File: src/rtl/wb_pkg.sv
// Shared writeback-stage definitions: result-select and load funct3 encodings,
// the stage state enum, and default datapath widths.
package wb_pkg;
    localparam int XLEN_DEF = 32;
    localparam int AW_DEF   = 5;

    localparam logic [1:0] WB_ALU  = 2'b00;
    localparam logic [1:0] WB_LOAD = 2'b01;
    localparam logic [1:0] WB_PC4  = 2'b10;

    localparam logic [2:0] F3_LB  = 3'b000;
    localparam logic [2:0] F3_LH  = 3'b001;
    localparam logic [2:0] F3_LW  = 3'b010;
    localparam logic [2:0] F3_LBU = 3'b100;
    localparam logic [2:0] F3_LHU = 3'b101;

    typedef enum logic [1:0] {
        WB_IDLE    = 2'd0,
        WB_WAIT_LD = 2'd1,
        WB_WRITE   = 2'd2
    } wb_state_e;
endpackage

File: src/rtl/wb_stage_load_fmt.sv
// Combinational load extractor: picks the byte/half addressed by off from the
// aligned word and sign- or zero-extends it according to funct3.
module load_fmt
    import wb_pkg::*;
#(
    parameter int XLEN = XLEN_DEF
) (
    input  logic [XLEN-1:0] rdata,
    input  logic [2:0]      f3,
    input  logic [1:0]      off,
    output logic [XLEN-1:0] data
);
    logic [7:0]  byte_sel;
    logic [15:0] half_sel;

    always_comb begin
        byte_sel = rdata[8*off +: 8];
        // Halfwords are assumed aligned, so only off[1] chooses the half.
        half_sel = rdata[16*off[1] +: 16];
        case (f3)
            F3_LB:   data = {{(XLEN-8){byte_sel[7]}}, byte_sel};
            F3_LBU:  data = {{(XLEN-8){1'b0}}, byte_sel};
            F3_LH:   data = {{(XLEN-16){half_sel[15]}}, half_sel};
            F3_LHU:  data = {{(XLEN-16){1'b0}}, half_sel};
            F3_LW:   data = rdata;
            default: data = rdata;
        endcase
    end
endmodule

File: src/rtl/wb_stage.sv
// RV32I writeback stage: captures one retiring instruction, waits for load data,
// and drives the register-file write port. WB_RETIRE_CNT_EN adds instret_WB.
module wb_stage
    import wb_pkg::*;
#(
    parameter int XLEN  = XLEN_DEF,
    parameter int AW    = AW_DEF,
    parameter int CNT_W = 32
) (
    input  logic            clk,
    input  logic            rst_n,
    input  logic            valid_MEM,
    output logic            ready_WB,
    input  logic [AW-1:0]   rd_MEM,
    input  logic            regwr_MEM,
    input  logic [1:0]      wbsel_MEM,
    input  logic [XLEN-1:0] alu_MEM,
    input  logic [XLEN-1:0] pc4_MEM,
    input  logic [2:0]      f3_MEM,
    input  logic [1:0]      off_MEM,
    input  logic            dmem_rvalid,
    input  logic [XLEN-1:0] dmem_rdata,
    output logic            WrEn_RF,
    output logic [AW-1:0]   WAddr_RF,
    output logic [XLEN-1:0] WD_RF,
    output logic            ldpend_WB,
    output logic [AW-1:0]   ldrd_WB
`ifdef WB_RETIRE_CNT_EN
    ,
    output logic [CNT_W-1:0] instret_WB
`endif
);
    wb_state_e       state_q, state_d;
    logic [AW-1:0]   rd_q, rd_d;
    logic            regwr_q, regwr_d;
    logic [XLEN-1:0] data_q, data_d;
    logic [2:0]      f3_q, f3_d;
    logic [1:0]      off_q, off_d;
    logic [XLEN-1:0] ld_data;

    load_fmt #(.XLEN(XLEN)) u_load_fmt (
        .rdata (dmem_rdata),
        .f3    (f3_q),
        .off   (off_q),
        .data  (ld_data)
    );

    assign ready_WB = (state_q == WB_IDLE) || (state_q == WB_WRITE);

    always_comb begin
        state_d = state_q;
        rd_d    = rd_q;
        regwr_d = regwr_q;
        data_d  = data_q;
        f3_d    = f3_q;
        off_d   = off_q;
        case (state_q)
            WB_IDLE, WB_WRITE: begin
                if (valid_MEM) begin
                    rd_d    = rd_MEM;
                    regwr_d = regwr_MEM;
                    f3_d    = f3_MEM;
                    off_d   = off_MEM;
                    case (wbsel_MEM)
                        WB_LOAD: state_d = WB_WAIT_LD;
                        WB_PC4: begin
                            data_d  = pc4_MEM;
                            state_d = WB_WRITE;
                        end
                        WB_ALU: begin
                            data_d  = alu_MEM;
                            state_d = WB_WRITE;
                        end
                        default: begin
                            data_d  = alu_MEM;
                            state_d = WB_WRITE;
                        end
                    endcase
                end else begin
                    state_d = WB_IDLE;
                end
            end
            WB_WAIT_LD: begin
                if (dmem_rvalid) begin
                    data_d  = ld_data;
                    state_d = WB_WRITE;
                end
            end
            default: state_d = WB_IDLE;
        endcase
    end

    always_ff @(posedge clk or negedge rst_n) begin
        if (!rst_n) begin
            state_q <= WB_IDLE;
            rd_q    <= '0;
            regwr_q <= 1'b0;
            data_q  <= '0;
            f3_q    <= '0;
            off_q   <= '0;
        end else begin
            state_q <= state_d;
            rd_q    <= rd_d;
            regwr_q <= regwr_d;
            data_q  <= data_d;
            f3_q    <= f3_d;
            off_q   <= off_d;
        end
    end

    // Outputs decode registered state only; nothing from *_MEM reaches them.
    assign WrEn_RF   = (state_q == WB_WRITE) && regwr_q && (rd_q != '0);
    assign WAddr_RF  = (state_q == WB_WRITE) ? rd_q : '0;
    assign WD_RF     = (state_q == WB_WRITE) ? data_q : '0;
    assign ldpend_WB = (state_q == WB_WAIT_LD);
    assign ldrd_WB   = (state_q == WB_WAIT_LD) ? rd_q : '0;

`ifdef WB_RETIRE_CNT_EN
    logic [CNT_W-1:0] cnt_q, cnt_d;

    assign cnt_d = (state_q == WB_WRITE) ? cnt_q + 1'b1 : cnt_q;

    always_ff @(posedge clk or negedge rst_n) begin
        if (!rst_n) cnt_q <= '0;
        else        cnt_q <= cnt_d;
    end

    assign instret_WB = cnt_q;
`else
    logic unused_cnt_w;
    assign unused_cnt_w = ^CNT_W;
`endif
endmodule

File: config.mk
export PLATFORM = sky130hd
export DESIGN_NAME = wb_stage
export DESIGN_NICKNAME = d
export VERILOG_FILES = /design/src/rtl/wb_pkg.sv /design/src/rtl/wb_stage_load_fmt.sv /design/src/rtl/wb_stage.sv
export SDC_FILE = /design/constraint.sdc
export NUM_CORES = 1
export LEC_CHECK = 0
export ABC_AREA = 1
export BUFFER_PORTS_ARGS = -buffer_cell sky130_fd_sc_hd__buf_2
export CAP_MARGIN = 20
export CELL_PAD_IN_SITES_DETAIL_PLACEMENT = 0
export CELL_PAD_IN_SITES_GLOBAL_PLACEMENT = 1
export CORE_MARGIN = 3
export CORE_UTILIZATION = 34
export CTS_BUF_LIST = sky130_fd_sc_hd__clkbuf_2 sky130_fd_sc_hd__clkbuf_4 sky130_fd_sc_hd__clkbuf_8
export DETAILED_ROUTE_END_ITERATION = 8
export PLACE_DENSITY_LB_ADDON = 0.1
export SLEW_MARGIN = 20
export SYNTH_ARGS = -nofsm -noshare
export SYNTH_HDL_FRONTEND = slang
export SYNTH_SLANG_ARGS = --single-unit
File: constraint.sdc
create_clock -name clk -period 2 [get_ports clk]
set_input_delay 0.1 -clock clk [delete_from_list [all_inputs] [get_ports clk]]
set_output_delay 0.1 -clock clk [all_outputs]
set_load 0.01 [all_outputs]
After elaboration in Yosys (flattened, before gate mapping)
Cells that the tools add are included.
Word-level totals
  register bits: 45
  input bits: 113
  output and inout port bits: 45
  word-level logic and storage cells: 40
Cells by class
  equal/unequal tests: 10
  shift operators: 2
  mux-type cells: 12
  reduce and logical (&&, ||, !) cells: 10
Operator list (count)
  one-hot mux 32 bit (2 select lines): 2
  one-hot mux 32 bit (4 select lines): 1
  2-to-1 mux 32 bit: 3
  indexed part select 32 x 6 -> 16 bit: 1
  indexed part select 32 x 6 -> 8 bit: 1
  2-to-1 mux 5 bit: 2
  equality test 3 bit (second input constant): 2
  2-to-1 mux 2 bit: 3
  != test 2 bit (second input constant): 3
  nonzero test 5 bit: 1
  equality test 2 x 1 -> 1 bit (second input constant): 2
  equality test 2 bit (second input constant): 2
  one-hot mux 2 bit (2 select lines): 1
  AND reduction 4 bit: 1
  equality test 3 x 1 -> 1 bit (second input constant): 1
  zero test 3 bit: 1
  logical AND 1 bit: 2
  zero test 2 bit: 1
  AND reduction 2 bit: 1
  nonzero test 2 bit: 1
  OR reduction 2 bit: 1
  logical OR 1 bit: 1

Depth between registers and ports, before layout
  depth in word-level cells: 4
  depth in mapped cells: 10
  mapped depth without buffers: 9

Modules after synthesis
Synthesis repeated with hierarchy kept, for this count alone.
Unflattened totals
  cell total of the unflattened synthesis: 692
  area, all modules: 4000.1 um^2
Modules (own cells, without submodules)
  wb_stage: times used 1, cells each 523, area each 3128.0 um^2, sequential area each 1126.1 um^2
  load_fmt: times used 1, cells each 169, area each 872.1 um^2, sequential area each 0.0 um^2

Worst setup path after synthesis
OpenSTA, ideal clock, no wires.
  path kind: register to register
  start point: reg f3_q[0]
  end point: reg data_q[2]
  setup time: 116 ps
  arrival: 1249 ps
  slack: 635 ps
  cell stages (with the launch flop): 8
  path buffers: 1
  period minus slack after synthesis: 1365 ps
  cells stage by stage: dfrtp_1 > buf_2 > nor3_1 > nand3_1 > nand3_1 > nand2_1 > nand2_1 > nand2_1
On the way
  longest elaborated chain between the ends: 4
  elaborated cells on any way between the ends: 7
  those cells by class: eq/ne (3); mux (3); reduce/logical (1)
RTL lines
  start, declared: RTL line wb_stage.sv:37  | logic [2:0] f3_q, f3_d;
  start signal, assigned: RTL line wb_stage.sv:99  | f3_q <= '0;
  start signal, assigned: RTL line wb_stage.sv:106  | f3_q <= f3_d;
  equality test 3 bit, or another cell as far along: RTL line wb_stage_load_fmt.sv:20  | case (f3)
  one-hot mux 32 bit (4 select lines) (*): RTL line wb_stage_load_fmt.sv:20
  2-to-1 mux 32 bit (*): RTL line wb_stage.sv:84  | if (dmem_rvalid) begin
  one-hot mux 32 bit (2 select lines) (*): RTL line wb_stage.sv:57  | case (state_q)
  end signal, assigned: RTL line wb_stage.sv:105  | data_q <= data_d;
  end, declared: RTL line wb_stage.sv:36  | logic [XLEN-1:0] data_q, data_d;
Mark *: on every way between the ends. The rest lies on a longest branch, timed or not. The select of a mux whose other input is x is not followed.
A chain may end at the register's enable or synchronous reset.

Worst setup path after layout
  start point: reg state_q[1]
  end point: out WD_RF[20]
On the way
  longest elaborated chain between the ends: 2
RTL lines
  start, declared: RTL line wb_stage.sv:33  | wb_state_e state_q, state_d;
  start signal, assigned: RTL line wb_stage.sv:102  | state_q <= state_d;
  equality test 2 bit: RTL line wb_stage.sv:114  | assign WD_RF = (state_q == WB_WRITE) ? data_q : '0;
  2-to-1 mux 32 bit: RTL line wb_stage.sv:114
  end, declared: RTL line wb_stage.sv:25  | output logic [XLEN-1:0] WD_RF,
No other way between the ends.

==> flow_summary.yaml <==
job:
  maxCapViolCount: 0
power_and_ir_drop:
  clock_power_share: 0.193
  combPwrFrac: 0.392
  p_seq_frac: 0.414
  swShare: 0.384
  p_sw_mw: 1.13
  p_leak_nw: 2.48
  power.density_mw_per_mm2: 670
  ir_worst_vdd_uv: 282
  internal_power_mw: 1.81
yosys:
  syn_area_per_cell_um2: 5.99
  ys_seq_area_frac: 0.333
  syn_area_mm2: 0.00338
  ys_ff_latch: 45
  yosys_warnings: 0
  synth_area_leaders: "dfrtp_1, nand2_1, a21oi_1"
  netlist_instances: 565
  synth_cell_types: 22
  syn_nets: 678
  synth_top_cell_area_share: 0.333
  yosysTopAreaCell: "dfrtp_1"
routing:
  wl_per_cell_um: 13.5
  ant_nets: 0
  drt_iter0_drc: 209
  drc: 0
  drt-total-wl_mm: 11.4
  via_count: 3957
  via_per_inst: 4.72
  drt_first_pass_iters: 6
sta:
  hold_viol: 0
  finalClockSkew_ns: 0.00485
  worstMarginPinSlew_ns: 0.680
  fmax_mhz: 589
  hold_ws_ns: 0.0151
  relSlewSlack: 0.546
  fin_crit_sh: 0.848
  rsz0062_at_grt: "no"
  finalSetupViolations: 0
  setup_tns_ns: 0
  fin_crit_ns: 1.70
  slew_viol_final: 0
run_status:
  outcome: "complete, no violations"
grt:
  grt_max_degree: 45
  grt_overflow_total: 0
  grt_pass1_vias: 3843
  grt_pass1_wl_mm: 18.4
  grt_antenna_before_repair: 0
  track_usage: 0.201
clock_network:
  cts_tree: "built"
  path_clk_slew_ns: 0.08
  clk_latency_ns: 0.30
  numCtsBuffers: 5
  cts_sinks: 45
  cts_root_buffer: "clkbuf_8"
  cts-resized-gates: 0
  cts_max_level: 2
  clockBufferDepth: 2
placement:
  port_buffers: 157
  dpl.hpwl_mm: 8.72
  gp_congestion: 0.885
setup_path:
  cpMaxStageDelayCell: "inv_2"
  worst_ep_required_time_ns: 1.90
  worstSetupEndpointType: "output port"
  crit_type: "reg2out"
  critPathMostFrequentCell: "nor2_1"
  startpoint_type: "register"
  cp_cell_sequence: "inv_1 -> nor2_1 -> inv_2 -> nor2_1 -> buf_2"
  critPathMaxFanout: 37
  cpPeakStageDelay_ns: 0.50
  cp.arrival_ns: 1.60
floorplanning:
  rows: 35
  die-area_mm2: 0.0112
  initial_core_util: 0.358
  die_x_um: 106
  die_y_um: 106
  io_pins: 158
  core_area_mm2: 0.00946
final_layout:
  syn2layout_area_growth_pct: 29.5
  drive_above_1_share: 0.290
  n_antenna_cell: 0
  final_nets: 822
  fin_util: 0.463
worst_hold_path:
  hp-class: "in2reg"
## through the flow
step	setup WS [ns]	instance area, um2	std cells	total power [mW]
after CTS	0.271	4380	839	2.98
final	0.303	4380	839	2.94
after detailed placement	0.353	4290	830	2.39
after global routing	0.0845	4380	839	3.20
after floorplan	0.635	3380	565	1.96
after global placement	0.360	4290	830	2.38
## power groups by stage
stage | clock network [mW] | registers (mW) | logic [mW]
floorplan | 0 | 1.20 | 0.760
global route | 0.629 | 1.25 | 1.32
global placement | 0 | 1.23 | 1.15
CTS | 0.593 | 1.22 | 1.17
detailed placement | 0 | 1.24 | 1.16
finish | 0.568 | 1.22 | 1.15
## worst paths after layout
kind | endpoint | slack [ns] | cells after the start | startpoint
worst max-delay path | WD_RF[20] | 0.30 | 5 | state_q[1]$_DFFE_PN0N_
worst min-delay path | state_q[0]$_DFFE_PN0N_ | 0.02 | 2 | wbsel_MEM[1]
worst max register to register | data_q[3]$_DFFE_PN0P_ | 0.33 | 7 | f3_q[0]$_DFFE_PN0P_
worst min register to register | data_q[7]$_DFFE_PN0P_ | 0.48 | 2 | data_q[7]$_DFFE_PN0P_
max in group asynchronous | data_q[18]$_DFFE_PN0P_ | 0.94 | 3 | rst_n
min in group asynchronous | data_q[31]$_DFFE_PN0P_ | 0.35 | 2 | rst_n
## per-layer routing
metal,vias up,global-route usage,part of all wire
met5,-,0,0
met4,0,0.0537,0.016
met3,14,0.0337,0.052
met2,113,0.335,0.47
met1,1775,0.270,0.46
li1,2055,-,-
## placed cells by master (no fill, tap or decap), drive strengths merged
cell type	n
or2	17
buf	170
o21ai	27
nand3	35
clkinv	2
o31ai	1
nor2	89
inv	61
clkbuf	6
nor3	2
a21oi	87
nand2	164
mux2	2
dfrtp	45
dlygate4sd3	1
o311ai	1
## registers in the layout (all words and copies together), names as in the netlist
register	cells
regwr_q	1
data_q	32
f3_q	3
state_q	2
rd_q	5
off_q	2
## critical path, delay by kind of cell, from the launching register on
family	cells	cell delay (ns)
and+or+nand+nor	2	0.15
DFF	1	0.41
buffers and inverters	3	0.73
## area by class of cell
class	instances	area (um2)
Tap cell	129	161
Clock inverter	2	10.0
Fill cell	1066	5080
Clock buffer	6	76.3
Multi-Input combinational cell	425	1870
Timing Repair Buffer	171	906
Inverter	61	229
Sequential cell	45	1130
## what timing repair did
item	CTS	global route
hold buffers	1	0
endpoints found under the hold margin	26	0
buffers inserted	0	0
## cell families after synthesis
family,after synthesis,synth area share
mux,2,0.00666
compound gates,116,0.173
simple gates,307,0.374
buf+inv,95,0.114
flops,45,0.333
## cell usage after synthesis, drive strengths merged
cell    instances
nand3          35
o311ai          1
nor2           89
nand2         164
o31ai           1
a21oi          87
inv            61
or2            17
clkbuf         13
o21ai          27
buf            21
nor3            2
dfrtp          45
mux2            2
Power figures use the tool's default switching activity.
